### config.mk
export PLATFORM = sky130hd
export DESIGN_NAME = fetch_pair_queue
export DESIGN_NICKNAME = d
export VERILOG_FILES = /design/src/rtl/fetch_pair_queue.sv
export SDC_FILE = /design/constraint.sdc
export NUM_CORES = 2
export LEC_CHECK = 0
export ABC_CLOCK_PERIOD_IN_PS = 2550
export BUFFER_PORTS_ARGS = -buffer_cell sky130_fd_sc_hd__clkbuf_2
export CORE_ASPECT_RATIO = 1.2
export CORE_MARGIN = 2
export CORE_UTILIZATION = 40
export CTS_CLUSTER_DIAMETER = 30
export DETAILED_ROUTE_END_ITERATION = 8
export HOLD_SLACK_MARGIN = 0.03
export RECOVER_POWER = 25
export SLEW_MARGIN = 15
export SYNTH_ARGS = -nofsm -noshare
export SYNTH_HDL_FRONTEND = slang
export SYNTH_SLANG_ARGS = --single-unit
### constraint.sdc
create_clock -name clk -period 2.55 [get_ports clk]
set_input_delay 0 -clock clk [delete_from_list [all_inputs] [get_ports clk]]
set_output_delay 0 -clock clk [all_outputs]
set_load 0.01 [all_outputs]
### src/rtl/fetch_pair_queue.sv
// ----------------------------------------------------------------------------
// fetch_pair_queue
//
// Dual-issue instruction queue between a 2-way fetch stage and decode.
// Fetch pairs (PC, PC+4) are written atomically into a circular FIFO.
// The two oldest entries are presented to decode, which retires 0..2 per cycle.
// A branch redirect (flush) empties the queue.
//
// Ports:
//   clk         clock; all state updates on the rising edge
//   rst         synchronous, active-high reset (clears pointers, count, storage)
//   flush       branch redirect; discards all queued entries and same-cycle I/O
//   in_valid    fetch pair on in_* is valid
//   in_pc       PC of in_instr1 (in_instr2 sits at in_pc+4)
//   in_instr1   instruction at in_pc
//   in_instr2   instruction at in_pc+4
//   stall       to fetch: hold PC, the pair is not accepted this cycle
//   deq_cnt     instructions consumed by decode this cycle (3 is treated as 2)
//   out_valid1  slot 1 (oldest entry) valid
//   out_pc1     PC of the oldest entry
//   out_instr1  instruction of the oldest entry
//   out_valid2  slot 2 (second-oldest entry) valid
//   out_pc2     PC of the second-oldest entry
//   out_instr2  instruction of the second-oldest entry
//   count       number of occupied entries
// ----------------------------------------------------------------------------
module fetch_pair_queue #(
    parameter int DEPTH   = 8,
    parameter int PC_W    = 64,
    parameter int INSTR_W = 32,
    localparam int PTR_W  = $clog2(DEPTH),
    localparam int CNT_W  = PTR_W + 1
) (
    input  logic               clk,
    input  logic               rst,
    input  logic               flush,
    input  logic               in_valid,
    input  logic [PC_W-1:0]    in_pc,
    input  logic [INSTR_W-1:0] in_instr1,
    input  logic [INSTR_W-1:0] in_instr2,
    output logic               stall,
    input  logic [1:0]         deq_cnt,
    output logic               out_valid1,
    output logic [PC_W-1:0]    out_pc1,
    output logic [INSTR_W-1:0] out_instr1,
    output logic               out_valid2,
    output logic [PC_W-1:0]    out_pc2,
    output logic [INSTR_W-1:0] out_instr2,
    output logic [CNT_W-1:0]   count
);

    logic [PC_W-1:0]    pc_mem_q    [DEPTH];
    logic [PC_W-1:0]    pc_mem_d    [DEPTH];
    logic [INSTR_W-1:0] instr_mem_q [DEPTH];
    logic [INSTR_W-1:0] instr_mem_d [DEPTH];

    logic [PTR_W-1:0] head_q, head_d;
    logic [PTR_W-1:0] tail_q, tail_d;
    logic [CNT_W-1:0] count_q, count_d;

    logic [PTR_W-1:0] tail_p1;
    logic [PTR_W-1:0] head_p1;
    logic [1:0]       deq_req;
    logic [CNT_W-1:0] deq_eff;
    logic             stall_raw;
    logic             enq;

    // Stall looks only at registered occupancy; a same-cycle dequeue is not
    // credited, which keeps this path short at the cost of one lost slot.
    assign stall_raw = (count_q > CNT_W'(DEPTH - 2));
    assign stall     = stall_raw & ~flush;

    assign enq     = in_valid & ~stall_raw & ~flush;
    assign tail_p1 = tail_q + PTR_W'(1);
    assign head_p1 = head_q + PTR_W'(1);
    assign deq_req = (deq_cnt == 2'd3) ? 2'd2 : deq_cnt;

    // Decode may ask for more than is present; clamp to occupancy.
    always_comb begin
        deq_eff = CNT_W'(deq_req);
        if (deq_eff > count_q) begin
            deq_eff = count_q;
        end
    end

    always_comb begin
        pc_mem_d    = pc_mem_q;
        instr_mem_d = instr_mem_q;
        head_d      = head_q;
        tail_d      = tail_q;
        count_d     = count_q;

        if (flush) begin
            // Storage is left as-is; only the bookkeeping is discarded.
            head_d  = '0;
            tail_d  = '0;
            count_d = '0;
        end else begin
            if (enq) begin
                pc_mem_d[tail_q]     = in_pc;
                instr_mem_d[tail_q]  = in_instr1;
                pc_mem_d[tail_p1]    = in_pc + PC_W'(4);
                instr_mem_d[tail_p1] = in_instr2;
                tail_d               = tail_q + PTR_W'(2);
            end
            head_d  = head_q + PTR_W'(deq_eff);
            count_d = count_q + (enq ? CNT_W'(2) : CNT_W'(0)) - deq_eff;
        end
    end

    always_ff @(posedge clk) begin
        if (rst) begin
            head_q  <= '0;
            tail_q  <= '0;
            count_q <= '0;
            for (int i = 0; i < DEPTH; i++) begin
                pc_mem_q[i]    <= '0;
                instr_mem_q[i] <= '0;
            end
        end else begin
            head_q      <= head_d;
            tail_q      <= tail_d;
            count_q     <= count_d;
            pc_mem_q    <= pc_mem_d;
            instr_mem_q <= instr_mem_d;
        end
    end

    assign count      = count_q;
    assign out_valid1 = (count_q >= CNT_W'(1));
    assign out_valid2 = (count_q >= CNT_W'(2));
    assign out_pc1    = pc_mem_q[head_q];
    assign out_instr1 = instr_mem_q[head_q];
    assign out_pc2    = pc_mem_q[head_p1];
    assign out_instr2 = instr_mem_q[head_p1];

endmodule

==> results.yml <==
outcome:
  status: "complete, but fails checks"
  failed_checks: "negative setup slack"
timing:
  max_freq_mhz: 364
  post-route-period-util: 1.08
  rsz0062_at_grt: "yes"
  maxSlewViolCount: 0
  min_period_ns: 2.75
  hold_violations: 0
  tns_ns: -23.61
  setup_violations: 258
  clock_skew_ns: 0.0303
  layout_setup_ws_ns: -0.199
  slew_headroom: 0.193
  worst_slew_pin_slew_ns: 1.21
routing:
  drc: 0
  wl_um: 145000
  postRouteAntennaNets: 0
  vias: 36800
  first_iter_violations: 3125
  avgViaCountPerCell: 5.91
  drt_first_pass_iters: 6
  routedWlPerCell_um: 23.3
power:
  power_density_nw_per_um2: 830
  ir_worst_vdd_mv: 0.640
  p_leak_nw: 19.6
setup_path:
  r2r-start: "count[1]"
  cp_max_fo: 6
  r2r_end: "pc_mem_q[337]"
  ff2ff_path_depth: 8
  endpoint_kind: "primary output"
  required_ns: 2.55
  crit_path_end: "out_pc2[13]"
  worstSetupPathType: "reg2out"
  worstSetupStartpointType: "flop"
  crit_start: "head_q[1]"
  arrival_ns: 2.75
  reg2reg_slack_ns: -0.11
global_route:
  grt_antenna_before_repair: 6
  grt_pass1_wl_um: 218000
  grt_pass1_vias: 36400
  grt-ovfl-total: 0
  grt_usage: 0.274
  grt_max_degree: 207
placement:
  dp_hpwl_um: 83400
  portBuffers: 332
  place_congestion: 0.901
  pre_cts_ws_ns: 0.0240
worst_hold_path:
  min_path_type: "in2reg"
logic_synthesis:
  yosys.area.top_type: "dfxtp_1"
  syn_area_per_cell_sq_um: 9.30
  synthTopCellsByCount: "nand2_1, dfxtp_1, a21oi_1"
  ys_async_sr_fraction: 0
  synth_area_leaders: "dfxtp_1, mux4_2, nand2_1"
  ys_seq_area_frac: 0.389
  syn_inst: 4294
  synth_top_area_share: 0.389
  synthFlopType: "dfxtp_1"
  syn_area_sq_um: 39900
  synth_nets: 4445
  yosysWarningCount: 0
  yosys.cell_count.top_type: "nand2_1"
  ys_ff_latch: 777
  netlist-cell-type-count: 44
  synth-edff-count: 0
cells_and_area:
  area_delta_synth_final_pct: 36.8
  fillerInstances: 8573
  final_layout_size_suffix_gt1_frac: 0.307
  finalNetCount: 4944
clock_tree:
  cts_sinks: 777
  root_buffer: "clkbuf_16"
  clk_pin_slew_ns: 0.05
  clock_latency_ns: 0.75
  cts_tree: "done"
  cts_buffers: 172
  htree_levels: 4
  cts_buffer_depth: 3
floorplan:
  die_y_um: 350
  boundaryPins: 333
  core_sq_um: 99500
  rows: 127
  dieWidth_um: 292
  die-area_sq_um: 102000
  start_util: 0.402
job:
  cap_viol_max_count: 0
-- through the flow --
step / cell area (sq um) / instances / hold WS (ns) / utilization / power, mW
2_1_floorplan: 40000 / 4294 / 0.0475 / - / 17.4
3_3_place_gp: 43800 / 5662 / 0.270 / 0.440 / 19.9
3_5_place_dp: 43800 / 5662 / 0.272 / 0.440 / 19.9
4_1_cts: 53900 / 6212 / 0.0326 / 0.542 / 45.1
5_1_grt: 54600 / 6227 / 0.0715 / 0.549 / 46.7
6_report: 54600 / 6229 / 0.0802 / 0.549 / 45.3
-- final cells by class --
class                      count  area (sq um)  area share
antenna                        4          10.0    0.000183
clock buffer                 212          4790      0.0877
clock inverter               104          1390      0.0254
inverter                      24          95.1     0.00174
multi-input combinational   3062         23200       0.425
sequential                   777         15600       0.285
tap                         1290          1610      0.0295
timing repair buffer         756          7950       0.145
-- report_power, final --
group          internal (mW)  switching [mW]  total (mW)
clock network           15.9            7.50        23.4
logic                   4.42            4.60        9.02
registers               12.6           0.332        13.0
-- layer usage --
metal	share of wire	wire length [um]	global-route usage	vias to the layer above
li1	-	-	-	16500
met1	0.39	55900	0.330	18300
met2	0.49	71600	0.469	1637
met3	0.075	10900	0.0577	346
met4	0.045	6540	0.131	8
met5	0.00034	49	0	-
-- worst min path at each step --
| stage | from | endpoint | slack, ns | cells after the start |
|---|---|---|---|---|
| floorplan | flush | stall | 0.05 | 1 |
| global placement | in_instr1[9] | instr_mem_q[233] | 0.27 | 3 |
| detailed placement | in_instr2[9] | instr_mem_q[201] | 0.27 | 3 |
| CTS | in_instr2[2] | instr_mem_q[66] | 0.03 | 4 |
| global route | in_instr2[14] | instr_mem_q[78] | 0.07 | 4 |
| finish | in_instr2[14] | instr_mem_q[142] | 0.08 | 4 |
-- kinds of logic (layout without fill, tap and decap cells) --
| group | Yosys count | in the layout | share of synthesized area |
|---|---|---|---|
| and+or+nand+nor | 1480 | 1480 | 0.156 |
| AOI/OAI and AO/OA | 923 | 923 | 0.120 |
| DFF | 777 | 777 | 0.389 |
| muxes | 593 | 593 | 0.275 |
| buffers and inverters | 455 | 1096 | 0.0432 |
| xor gates and xnor gates | 49 | 49 | 0.0107 |
| adders and majority gates | 17 | 17 | 0.00589 |
| other | 0 | 4 | 0 |
-- layout by cell type, fill, tap and decap left out, drive strengths merged, types with 5 or more instances in the layout --
cell type / netlist / routed
nand4: 51 / 51
buf: 75 / 351
bufinv: 0 / 25
and4: 9 / 9
a211oi: 40 / 40
nor3b: 24 / 24
dlygate4sd3: 0 / 145
xnor2: 27 / 27
nor3: 52 / 52
nand3: 27 / 27
mux2: 192 / 192
a21oi: 658 / 658
xor2: 22 / 22
nor4: 46 / 46
mux4: 384 / 384
clkinv: 0 / 51
nor2: 137 / 137
ha: 14 / 14
clkbuf: 356 / 468
mux2i: 17 / 17
inv: 24 / 32
or4: 18 / 18
o21ai: 187 / 187
nor2b: 5 / 5
nand2: 1081 / 1081
dfxtp: 777 / 777
a31oi: 32 / 32
and3: 10 / 10
clkinvlp: 0 / 20
and2: 6 / 6
-- worst max-delay path: stages, from the launching register on --
cell and delay, ns:
dfxtp_4 0.37, ha_4 0.30, buf_12 0.13, buf_8 0.13
buf_16 0.13, mux4_2 0.51, mux2_4 0.29, buf_6 0.12
-- what timing repair did --
item / CTS / global route
resized for setup: 214 / 310
buffers inserted: 48 / 17
hold buffers: 145 / 0
endpoints found under the setup margin: 192 / 195
hold endpoints to repair: 775 / 0
gates cloned: 42 / 11
pin swaps: 1 / 7
-- registers in the layout (all words and copies together) (netlist names) --
register,flops
tail_q,2
instr_mem_q,256
head_q,3
pc_mem_q,512
count,4
Power figures use the tool's default switching activity.
